<file path="config.mk">
export PLATFORM = sky130hd
export DESIGN_NAME = gol_generation_ctrl
export DESIGN_NICKNAME = d
export VERILOG_FILES = /design/src/rtl/gol_pkg.sv /design/src/rtl/gol_tick_timer.sv /design/src/rtl/gol_generation_ctrl.sv
export SDC_FILE = /design/constraint.sdc
export NUM_CORES = 1
export LEC_CHECK = 0
export CAP_MARGIN = 20
export CORE_AREA = 3 3 261 263
export DETAILED_ROUTE_END_ITERATION = 6
export DIE_AREA = 0 0 264 266
export GPL_TIMING_DRIVEN = 0
export MAX_ROUTING_LAYER = met4
export PLACE_DENSITY_LB_ADDON = 0.15
export SYNTH_ARGS = -nofsm -noshare
export SYNTH_HDL_FRONTEND = slang
export SYNTH_SLANG_ARGS = --single-unit
export TNS_END_PERCENT = 5
</file>
<file path="constraint.sdc">
create_clock -name clk -period 3.1 [get_ports clk]
set_input_delay 0.775 -clock clk [delete_from_list [all_inputs] [get_ports clk]]
set_output_delay 0.775 -clock clk [all_outputs]
set_load 0.01 [all_outputs]
</file>
<file path="src/rtl/gol_pkg.sv">
// Shared definitions for the Game of Life generation controller: board geometry,
// controller state encoding and the flat cell-index helper.
package gol_pkg;

    localparam int GOL_ROWS     = 16;
    localparam int GOL_COLS     = 16;
    localparam int GOL_CELLS    = GOL_ROWS * GOL_COLS;
    localparam int GOL_CNT_IN_W = 9;

    typedef enum logic [1:0] {
        GS_IDLE,
        GS_SETTLE,
        GS_COMMIT
    } gol_state_e;

    // Cell (i,j) lives at bit i*cols+j of a flattened board.
    function automatic int idx(input int i, input int j, input int cols = GOL_COLS);
        return i * cols + j;
    endfunction

endpackage

</file>
<file path="src/rtl/gol_tick_timer.sv">
// Free-running divider for the auto-step cadence: counts 0..TICK_DIV-1 while
// enabled, holds when disabled, and flags the last count as a tick.
module gol_tick_timer #(
    parameter int TICK_DIV = 25000000
) (
    input  logic clk,
    input  logic rst_n,
    input  logic i_en,
    input  logic i_clr,
    output logic o_tick
);

    localparam int CW = (TICK_DIV > 1) ? $clog2(TICK_DIV) : 1;
    localparam logic [CW-1:0] LAST = CW'(TICK_DIV - 1);

    logic [CW-1:0] r_cnt;
    logic [CW-1:0] w_cnt_next;

    always_comb begin
        w_cnt_next = r_cnt;
        if (i_clr) begin
            w_cnt_next = '0;
        end else if (i_en) begin
            w_cnt_next = (r_cnt == LAST) ? '0 : r_cnt + CW'(1);
        end
    end

    always_ff @(posedge clk) begin
        if (!rst_n) begin
            r_cnt <= '0;
        end else begin
            r_cnt <= w_cnt_next;
        end
    end

    assign o_tick = i_en & (r_cnt == LAST);

endmodule

</file>
<file path="src/rtl/gol_generation_ctrl.sv">
// Owns the live Game of Life board: feeds the next-generation stage, commits its
// result after a settle window, accumulates statistics and serves seed load / row read-out.
module gol_generation_ctrl
    import gol_pkg::*;
#(
    parameter  int ROWS       = GOL_ROWS,
    parameter  int COLS       = GOL_COLS,
    parameter  int TICK_DIV   = 25000000,
    parameter  int SETTLE_CYC = 4,
    parameter  int CNT_W      = 32,
    localparam int RIDX_W     = (ROWS > 1) ? $clog2(ROWS) : 1
) (
    input  logic                    clk,
    input  logic                    rst_n,
    input  logic                    run,
    input  logic                    step_req,
    input  logic                    clear,
    input  logic                    load_valid,
    output logic                    load_ready,
    input  logic [RIDX_W-1:0]       load_row_idx,
    input  logic [COLS-1:0]         load_row_data,
    output logic [ROWS*COLS-1:0]    cur_board,
    input  logic [ROWS*COLS-1:0]    next_board,
    input  logic [GOL_CNT_IN_W-1:0] birth_cnt_in,
    input  logic [GOL_CNT_IN_W-1:0] death_cnt_in,
    input  logic [RIDX_W-1:0]       rd_row_idx,
    output logic [COLS-1:0]         rd_row_data,
    output logic                    gen_tick,
    output logic [CNT_W-1:0]        gen_cnt,
    output logic [CNT_W-1:0]        total_births,
    output logic [CNT_W-1:0]        total_deaths,
    output logic                    extinct
);

    localparam int SET_W = (SETTLE_CYC > 1) ? $clog2(SETTLE_CYC) : 1;
    localparam logic [SET_W-1:0] SETTLE_LAST = SET_W'(SETTLE_CYC - 1);
    localparam int SUM_W = ((CNT_W > GOL_CNT_IN_W) ? CNT_W : GOL_CNT_IN_W) + 1;

    function automatic logic [CNT_W-1:0] sat_add(input logic [CNT_W-1:0] a,
                                                 input logic [GOL_CNT_IN_W-1:0] b);
        logic [SUM_W-1:0] s;
        s = SUM_W'(a) + SUM_W'(b);
        if (s > SUM_W'({CNT_W{1'b1}})) begin
            return '1;
        end
        return s[CNT_W-1:0];
    endfunction

    gol_state_e              r_state;
    gol_state_e              w_state_next;
    logic [SET_W-1:0]        r_settle;
    logic [SET_W-1:0]        w_settle_next;
    logic [ROWS*COLS-1:0]    r_board;
    logic [ROWS*COLS-1:0]    w_board_next;
    logic [COLS-1:0]         r_rd_row;
    logic [COLS-1:0]         w_rd_row;
    logic [CNT_W-1:0]        r_gen_cnt;
    logic [CNT_W-1:0]        r_births;
    logic [CNT_W-1:0]        r_deaths;
    logic                    r_extinct;

    logic                    w_idle;
    logic                    w_tick;
    logic                    w_trigger;
    logic                    w_load_acc;
    logic                    w_go;
    logic                    w_commit;
    logic [COLS-1:0]         w_rows [ROWS];
    logic [ROWS-1:0]         w_row_we;

    assign w_idle     = (r_state == GS_IDLE);
    assign w_trigger  = step_req | (run & ~r_extinct & w_tick);
    assign w_load_acc = w_idle & load_valid & ~clear;
    assign w_go       = w_idle & ~clear & ~load_valid & w_trigger;
    // A clear landing on the commit cycle wins: nothing is committed or reported.
    assign w_commit   = (r_state == GS_COMMIT) & ~clear;

    gol_tick_timer #(
        .TICK_DIV (TICK_DIV)
    ) u_tick_timer (
        .clk    (clk),
        .rst_n  (rst_n),
        .i_en   (run & w_idle),
        .i_clr  (clear | ~run | (w_idle & w_trigger)),
        .o_tick (w_tick)
    );

    always_comb begin
        w_state_next  = r_state;
        w_settle_next = r_settle;
        if (clear) begin
            w_state_next  = GS_IDLE;
            w_settle_next = '0;
        end else begin
            case (r_state)
                GS_IDLE: begin
                    if (w_go) begin
                        w_state_next  = GS_SETTLE;
                        w_settle_next = '0;
                    end
                end
                GS_SETTLE: begin
                    if (r_settle == SETTLE_LAST) begin
                        w_state_next = GS_COMMIT;
                    end else begin
                        w_settle_next = r_settle + SET_W'(1);
                    end
                end
                GS_COMMIT: begin
                    w_state_next = GS_IDLE;
                end
                default: begin
                    w_state_next = GS_IDLE;
                end
            endcase
        end
    end

    always_ff @(posedge clk) begin
        if (!rst_n) begin
            r_state  <= GS_IDLE;
            r_settle <= '0;
        end else begin
            r_state  <= w_state_next;
            r_settle <= w_settle_next;
        end
    end

    // Row-sliced board update; out-of-range load indices match no row.
    generate
        for (genvar gi = 0; gi < ROWS; gi++) begin : g_row
            assign w_rows[gi]   = r_board[gi*COLS +: COLS];
            assign w_row_we[gi] = w_load_acc & (int'(load_row_idx) == gi);
            assign w_board_next[gi*COLS +: COLS] =
                clear        ? '0 :
                w_commit     ? next_board[gi*COLS +: COLS] :
                w_row_we[gi] ? load_row_data :
                               w_rows[gi];
        end
    endgenerate

    always_comb begin
        w_rd_row = '0;
        for (int r = 0; r < ROWS; r++) begin
            if (int'(rd_row_idx) == r) begin
                w_rd_row = w_rows[r];
            end
        end
    end

    always_ff @(posedge clk) begin
        if (!rst_n) begin
            r_board   <= '0;
            r_rd_row  <= '0;
            r_gen_cnt <= '0;
            r_births  <= '0;
            r_deaths  <= '0;
            r_extinct <= 1'b0;
        end else begin
            r_board  <= w_board_next;
            r_rd_row <= w_rd_row;
            if (clear) begin
                r_gen_cnt <= '0;
                r_births  <= '0;
                r_deaths  <= '0;
                r_extinct <= 1'b0;
            end else if (w_commit) begin
                r_gen_cnt <= r_gen_cnt + CNT_W'(1);
                r_births  <= sat_add(r_births, birth_cnt_in);
                r_deaths  <= sat_add(r_deaths, death_cnt_in);
                r_extinct <= (next_board == '0);
            end else if (w_load_acc) begin
                r_extinct <= 1'b0;
            end
        end
    end

    assign load_ready   = w_idle;
    assign cur_board    = r_board;
    assign rd_row_data  = r_rd_row;
    assign gen_tick     = w_commit;
    assign gen_cnt      = r_gen_cnt;
    assign total_births = r_births;
    assign total_deaths = r_deaths;
    assign extinct      = r_extinct;

endmodule

</file>
==> results of run 1 <==
-- placed cells by master (no fill, tap or decap), types with 34 or more instances in the layout --
cell             count
nand4_1             34
o21ai_0             87
clkdlybuf4s50_1    669
clkbuf_16           49
nand2_1            142
xor2_1              39
nor2_1             368
nand3_1             98
dfxtp_1            398
mux2i_1            232
a211oi_1           219
clkbuf_1           157
a21oi_1             81
nor4_1              69
a311oi_1            53
-- tightest hold or removal path: stages, from the launching register on --
cell	delay [ps]
dfxtp_1	310
nand2_1	60
a21oi_1	60
-- per-stage QoR --
step           hold WS [ps]  TNS [ps]  power, mW  instance area [um2]  utilization (%)
4_1_cts                 478         0       12.2                30600             46.4
3_3_place_gp            443   -235760       6.51                28800             43.8
2_1_floorplan           436         0       5.63                21000                -
3_5_place_dp            469   -251500       6.51                28900             43.8
6_report                485     -62.5       12.2                30800             46.7
5_1_grt                 499      -357       12.4                30800             46.7
-- timing repair --
action	4_1_cts	5_1_grt
hold endpoints to repair	0	0
gates resized for setup	49	32
buffers inserted	6	2
cloned	0	0
hold buffers	0	0
pin swaps	3	6
endpoints found under the setup margin	241	61
-- state kept, by name, indices dropped and copies added (netlist names) --
name	cells
gen_cnt	32
r_settle	2
total_births	32
cur_board	256
rd_row_data	16
extinct	1
total_deaths	32
u_tick_timer.r_cnt	25
r_state	2
-- layer usage --
metal | up-vias | GRT usage (%)
met5 | - | -
met4 | 0 | 16.4
met3 | 302 | 8.91
met2 | 1636 | 55.6
met1 | 12200 | 45.4
li1 | 10700 | -
-- power by group through the flow --
stage | sequential (mW) | combinational [mW] | clock, mW
3_5_place_dp | 5.26 | 1.25 | 0
5_1_grt | 5.15 | 1.34 | 5.96
6_report | 5.15 | 1.31 | 5.72
2_1_floorplan | 5.26 | 0.368 | 0
3_3_place_gp | 5.26 | 1.24 | 0
4_1_cts | 5.15 | 1.26 | 5.79
-- area by class of cell --
class                   instances  area (um2)  area share (%)
diodes                         13        32.5           0.106
clock inverters                15         163           0.528
well taps                     864        1080            3.51
multi-input cells            1822       12200            39.7
plain buffers                 204         953            3.10
inverters                      31         124           0.402
repair buffers                685        6840            22.2
flip-flops and latches        398        7970            25.9
clock buffers                  70        1390            4.50
-- logic make-up after synthesis --
kind of cell / Yosys count / share of synthesized area (%)
AO/OA/AOI/OAI: 622 / 20.9
XOR/XNOR: 61 / 2.54
adder cells (fa/ha/maj): 23 / 1.44
buffers and inverters: 235 / 4.74
flip-flops: 398 / 37.9
multiplexers: 266 / 13.7
AND/OR/NAND/NOR: 850 / 18.8
-- final timing paths --
kind                                      start     endpoint  slack, ps  cells past startpoint
worst min-delay path                r_settle[1]  r_settle[1]        490                      2
worst min register to register      r_settle[1]  r_settle[1]        490                      2
worst max-delay path            next_board[173]      extinct        -60                      6
worst max register to register       r_state[1]      extinct         10                      8
==> key figures, run 1 <==
Layout
  • Non-filler instance count after layout: 4,102
  • Fillers: 6,451
  • Layout cell share with drive strength beyond 1: 6.95%
  • Area Growth Syn to Fin: 46.3%
  • Post-layout nets: approximately 3,500

Route
  • DRT iter0 DRCs: approximately 2,800
  • Vias post-DR: 24,800
  • Wire per inst: between 30 and 40 um
  • Vias per cell: 6.04
  • Met3 wire length: 13,000 um
  • Post-Route WL: 131,000 um
  • Met1 Routed Length: about 52,000 um
  • First-pass DRT Iterations: 5
  • Met2 wire len: 58,900 um
  • Highest Signal Layer: met4
  • Antenna Nets Post-Route: 0
  • Drt drc: 0

Global route
  • Vias in the first global route: 24,000
  • Tot GR Track Use: roughly 36%
  • Grt ovf: 0
  • First-pass GRT wire length: 181,000 um
  • Initial antenna violation count: 11
  • Largest net degree at the start of global routing: 13

Place
  • Pre-CTS setup slack: -1540 ps
  • Cells after DPL: 3,993
  • Detailed-placement wirelength estimate: 104,000 um
  • Port-buffer cells: 671
  • RePlAce Congestion: between 1 and 1.5

Power and ir drop
  • Max rail drop VDD: 0.352 mV
  • Clock Power Share: a little under half
  • Internal: about 9.0 mW
  • Sequential power share: 42.3%
  • Sw Ratio: 26.1%
  • Combinational power share: 10.8%
  • Power per cell area: between 300 and 400 nW/um2
  • NetSw: approximately 3.2 mW
  • Leak: 10.8 nW

Yosys
  • Synth cell types: 85
  • Asr flop ratio synth: 0%
  • YS warnings: 0
  • Syn Nets: about 2,800
  • Post-Syn Area: 21,000 um2
  • Share of the synthesized area in the top cell type: 37.9%
  • Synth top cells by count: dfxtp_1 (398), nor2_1 (369), mux2i_1 (234)
  • Syn Inst Count: about 2,500
  • Syn Area/Cell: roughly 8.6 um2
  • Flops & latches, synth: around 400
  • Main flop type after synthesis: dfxtp_1
  • Top-count cell post-synth: dfxtp_1
  • Leading area contributor after synthesis: dfxtp_1
  • Area contributors post-synth: dfxtp_1 (38%), mux2i_1 (11%), a211oi_1 (7.8%), nor2_1 (6.6%), clkbuf_1 (2.7%)
  • Post-synth EDFFs: 0
  • Register area share after synthesis: 37.9%

Setup path
  • Crit Path Class: input port to flop
  • WP data arrival: 3680 ps
  • CP delay by family, top: simple AND/OR/NAND/NOR gates
  • Worst Path Buf+Inv: 1
  • Crit path launch type: input port
  • Worst Path Required: 3610 ps
  • Worst Setup End Kind: flop
  • Worst-path cell chain: clkdlybuf4s50_1, nor4_1, nand4_1, nor4_1, nand4_1, a21oi_1
  • Max FO, Critical Path: 2
  • Max incr delay on CP: 910 ps
  • Slowest-stage cell, CP: nor4_1

Timing
  • RSZ-0062 raised after global routing: true
  • Final Hold Violating Endpoints: 0
  • Final WS setup: -62.5 ps
  • Clock Skew: 33.6 ps
  • Fin crit period: 3160 ps
  • Fin. max-slew vios: 0
  • Fmax: 316 MHz
  • Period Utilization, post-route: 102%
  • Worst slew pin tran: 1250 ps
  • Rel. slew slack: 16.8%
  • Final setup fails: 1

Die
  • Die ar.: ~70,000 um2
  • Initial Util: 31.9%
  • Core area: 65,900 um2
  • Die Y: approximately 270 um
  • Rows: 94
  • Num ports: 675
  • Die extent in x: 264 um

Clock network
  • Total clock buffers created by CTS: 48
  • CTS tree: built
  • Reg clk slew, reported paths: 60 ps
  • Clk sinks: roughly 400
  • Clock Latency Late Sink: 610 ps
  • Root buffer cell: clkbuf_16
  • Clock Path Buffers: 3
  • H-tree depth: 2

Run
  • Max-cap violations: 0

Run status
  • Failing checks: setup timing
  • Outcome: finished, violations left

Worst hold path
  • Class of the worst hold path: flop to flop
Note: power is estimated with default switching activity, not from simulation.
==> run 2, diff against run 1 <==
Settings changed: CORE_AREA 3 3 261 263 to 3 3 263 265, DIE_AREA 0 0 264 266 to 0 0 266 268.
Clock period 3.1 ns to 3.2 ns, I/O delays scaled along.
==> run 2 against run 1 <==
Compared with the run above:
- first-iteration DRC count is 2.4% higher
- worst setup slack better by 10 ps
- the run ends with DRC, setup timing left
- critical endpoint unchanged
- non-clock buffer count stayed put
==> key figures, run 2 (synthesized netlist as in run 1, its figures left out) <==
Run status
  • Outcome: finished, violations left
  • Failing checks: DRC, setup timing

Worst hold path
  • Hold Path End: r_settle[1]
  • Class of the worst hold path: flop to flop
  • Hold path depth: 2 (unchanged)
  • Critical hold path startpoint: r_settle[1]

Timing
  • Period Utilization, post-route: 102%
  • Final Hold Violating Endpoints: 0 (unchanged)
  • Fin. max-slew vios: 0 (unchanged)
  • Clock Skew: 25.7 ps (-7.88 ps)
  • Fin crit period: 3250 ps
  • Fmax: 307 MHz
  • Final WS setup: -52.5 ps (+9.99 ps)
  • Final setup fails: 1 (unchanged)
  • Worst slew pin tran: 1330 ps (+84.1 ps)
  • RSZ-0062 raised after global routing: true
  • Rel. slew slack: 11.2% (-5.6 points)

Place
  • RePlAce Congestion: 0.999 (-2.4%)
  • Detailed-placement wirelength estimate: 108,000 um (+3.7%)
  • Port-buffer cells: 671 (unchanged)
  • Pre-CTS setup slack: -1450 ps (+94.2 ps)
  • DP Area: 29,000 um2 (+0.34%)

Setup path
  • Reg2Reg Depth: 7 (-1)
  • WP data arrival: 3780 ps (+100 ps)
  • Worst Path Required: 3720 ps (+110 ps)
  • Crit Path Class: input port to flop
  • Max FO, Critical Path: 2 (unchanged)
  • Worst Setup End Kind: flop
  • RR Endpoint: cur_board[202]
  • Crit path launch type: input port
  • Reg2reg start: r_state[1]
  • Setup slack, reg-to-reg: 150 ps (+140 ps)

Clock network
  • H-tree depth: 2 (unchanged)
  • Reg clk slew, reported paths: 60 ps (about the same)
  • Total clock buffers created by CTS: 49 (+2.1%)
  • Clock Path Buffers: 3 (unchanged)
  • CTS tree: built
  • # hold bufs at CTS: 0 (unchanged)
  • Clock Latency Late Sink: 610 ps (about the same)
  • Root buffer cell: clkbuf_16
  • Clk sinks: 398 (unchanged)

Die
  • Die extent in x: 266 um (+0.76%)
  • Rows: 95 (+1.1%)
  • Initial Util: 31.4% (-0.56 points)
  • Die Y: 268 um (+0.75%)
  • Die ar.: 71,300 um2 (+1.5%)
  • Num ports: 675 (unchanged)
  • Core area: 67,000 um2 (+1.8%)

Power and ir drop
  • Power per cell area: 387 nW/um2 (-2.1%)
  • Max rail drop VDD: 0.344 mV (-2.3%)
  • Tot Pwr: 11.9 mW (-2.0%)
  • Leak: 10.9 nW (+0.30%)

Layout
  • Commonest non-fill, non-tap cell in the layout: clkdlybuf4s50_1
  • Max FFs per register: 256 (unchanged)
  • Post-layout nets: 3,518 (+0.028%)
  • Final Core Density: 46.0% (-0.75 points)
  • Area Growth Syn to Fin: 46.5%
  • Layout cell share with drive strength beyond 1: 6.91% (-0.035 points)
  • Design Area, Final: 30,800 um2 (+0.14%)
  • Most frequent cells in the layout: clkdlybuf4s50_1 (670), dfxtp_1 (398), nor2_1 (368), mux2i_1 (233), a211oi_1 (219)

Global route
  • Initial antenna violation count: 7 (-4)
  • Tot GR Track Use: 37.1% (+0.75 points)
  • Grt ovf: 0 (unchanged)
  • Vias in the first global route: 23,900 (-0.24%)
  • Largest net degree at the start of global routing: 13 (unchanged)
  • First-pass GRT wire length: 184,000 um (+2.0%)

Route
  • Antenna Nets Post-Route: 0 (unchanged)
  • Post-Route WL: 135,000 um (+3.2%)
  • Drt drc: 16 (+16)
  • Vias post-DR: 24,800 (+0.081%)
  • Vias per cell: 6.04 (about the same)
  • DRT iter0 DRCs: 2,856 (+2.4%)
  • First-pass DRT Iterations: 7 (+2)
  • Wire per inst: 32.8 um (+3.0%)

Run
  • Max-cap violations: 0 (unchanged)
## run 2: area by class of cell
cell class | instances | area (um2)
fillers | 6582 | 36200
multi-input cells | 1822 | 12200
flip-flops and latches | 398 | 7970
repair buffers | 685 | 6880
clock buffers | 80 | 1510
well taps | 873 | 1090
plain buffers | 204 | 950
inverters | 31 | 120
clock inverters | 7 | 70.1
diodes | 9 | 22.5
## run 2: worst max-delay path by stage
stage	startpoint	endpoint	slack (ps)	cells after the start
2_1_floorplan	birth_cnt_in[0]	total_births[9]	180	11
3_3_place_gp	next_board[247]	extinct	-1470	7
3_5_place_dp	next_board[247]	extinct	-1450	7
4_1_cts	rd_row_idx[2]	rd_row_data[0]	2	9
5_1_grt	birth_cnt_in[0]	total_births[9]	-30	12
6_report	next_board[100]	extinct	-50	7
## run 2: layer usage
| metal | global-route usage [%] | share of wire [%] | up-vias |
|---|---|---|---|
| li1 | - | - | 10600 |
| met1 | 47.3 | 40 | 12200 |
| met2 | 57.3 | 45 | 1649 |
| met3 | 7.44 | 9.9 | 305 |
| met4 | 15.8 | 4.9 | 0 |
| met5 | - | 0 | - |
## run 2: power breakdown
part           switching [mW]  internal [mW]
Clock                    2.37           3.27
Sequential             0.0216           4.97
Combinational           0.785          0.524
Total                    3.18           8.77
## run 2: worst max-delay path, cell delays in order
cell and delay, ps:
clkdlybuf4s50_1 530, nor4_1 540, nand4_1 300, or4_1 690, nor4_4 420, nand4_1 260
a21oi_1 220
## run 2: stage by stage
| stage | std cells | hold slack (ps) | setup TNS [ps] |
|---|---|---|---|
| 3_3_place_gp | 3999 | 444 | -213640 |
| 6_report | 4109 | 482 | -52.5 |
| 4_1_cts | 4098 | 487 | 0 |
| 2_1_floorplan | 2455 | 436 | 0 |
| 3_5_place_dp | 4006 | 480 | -224940 |
| 5_1_grt | 4108 | 512 | -72.8 |
## run 2: repair_timing
action / in CTS / in global routing
buffers inserted: 5 / 0
resized for setup: 42 / 28
pin swaps: 3 / 4
endpoints found under the setup margin: 177 / 64
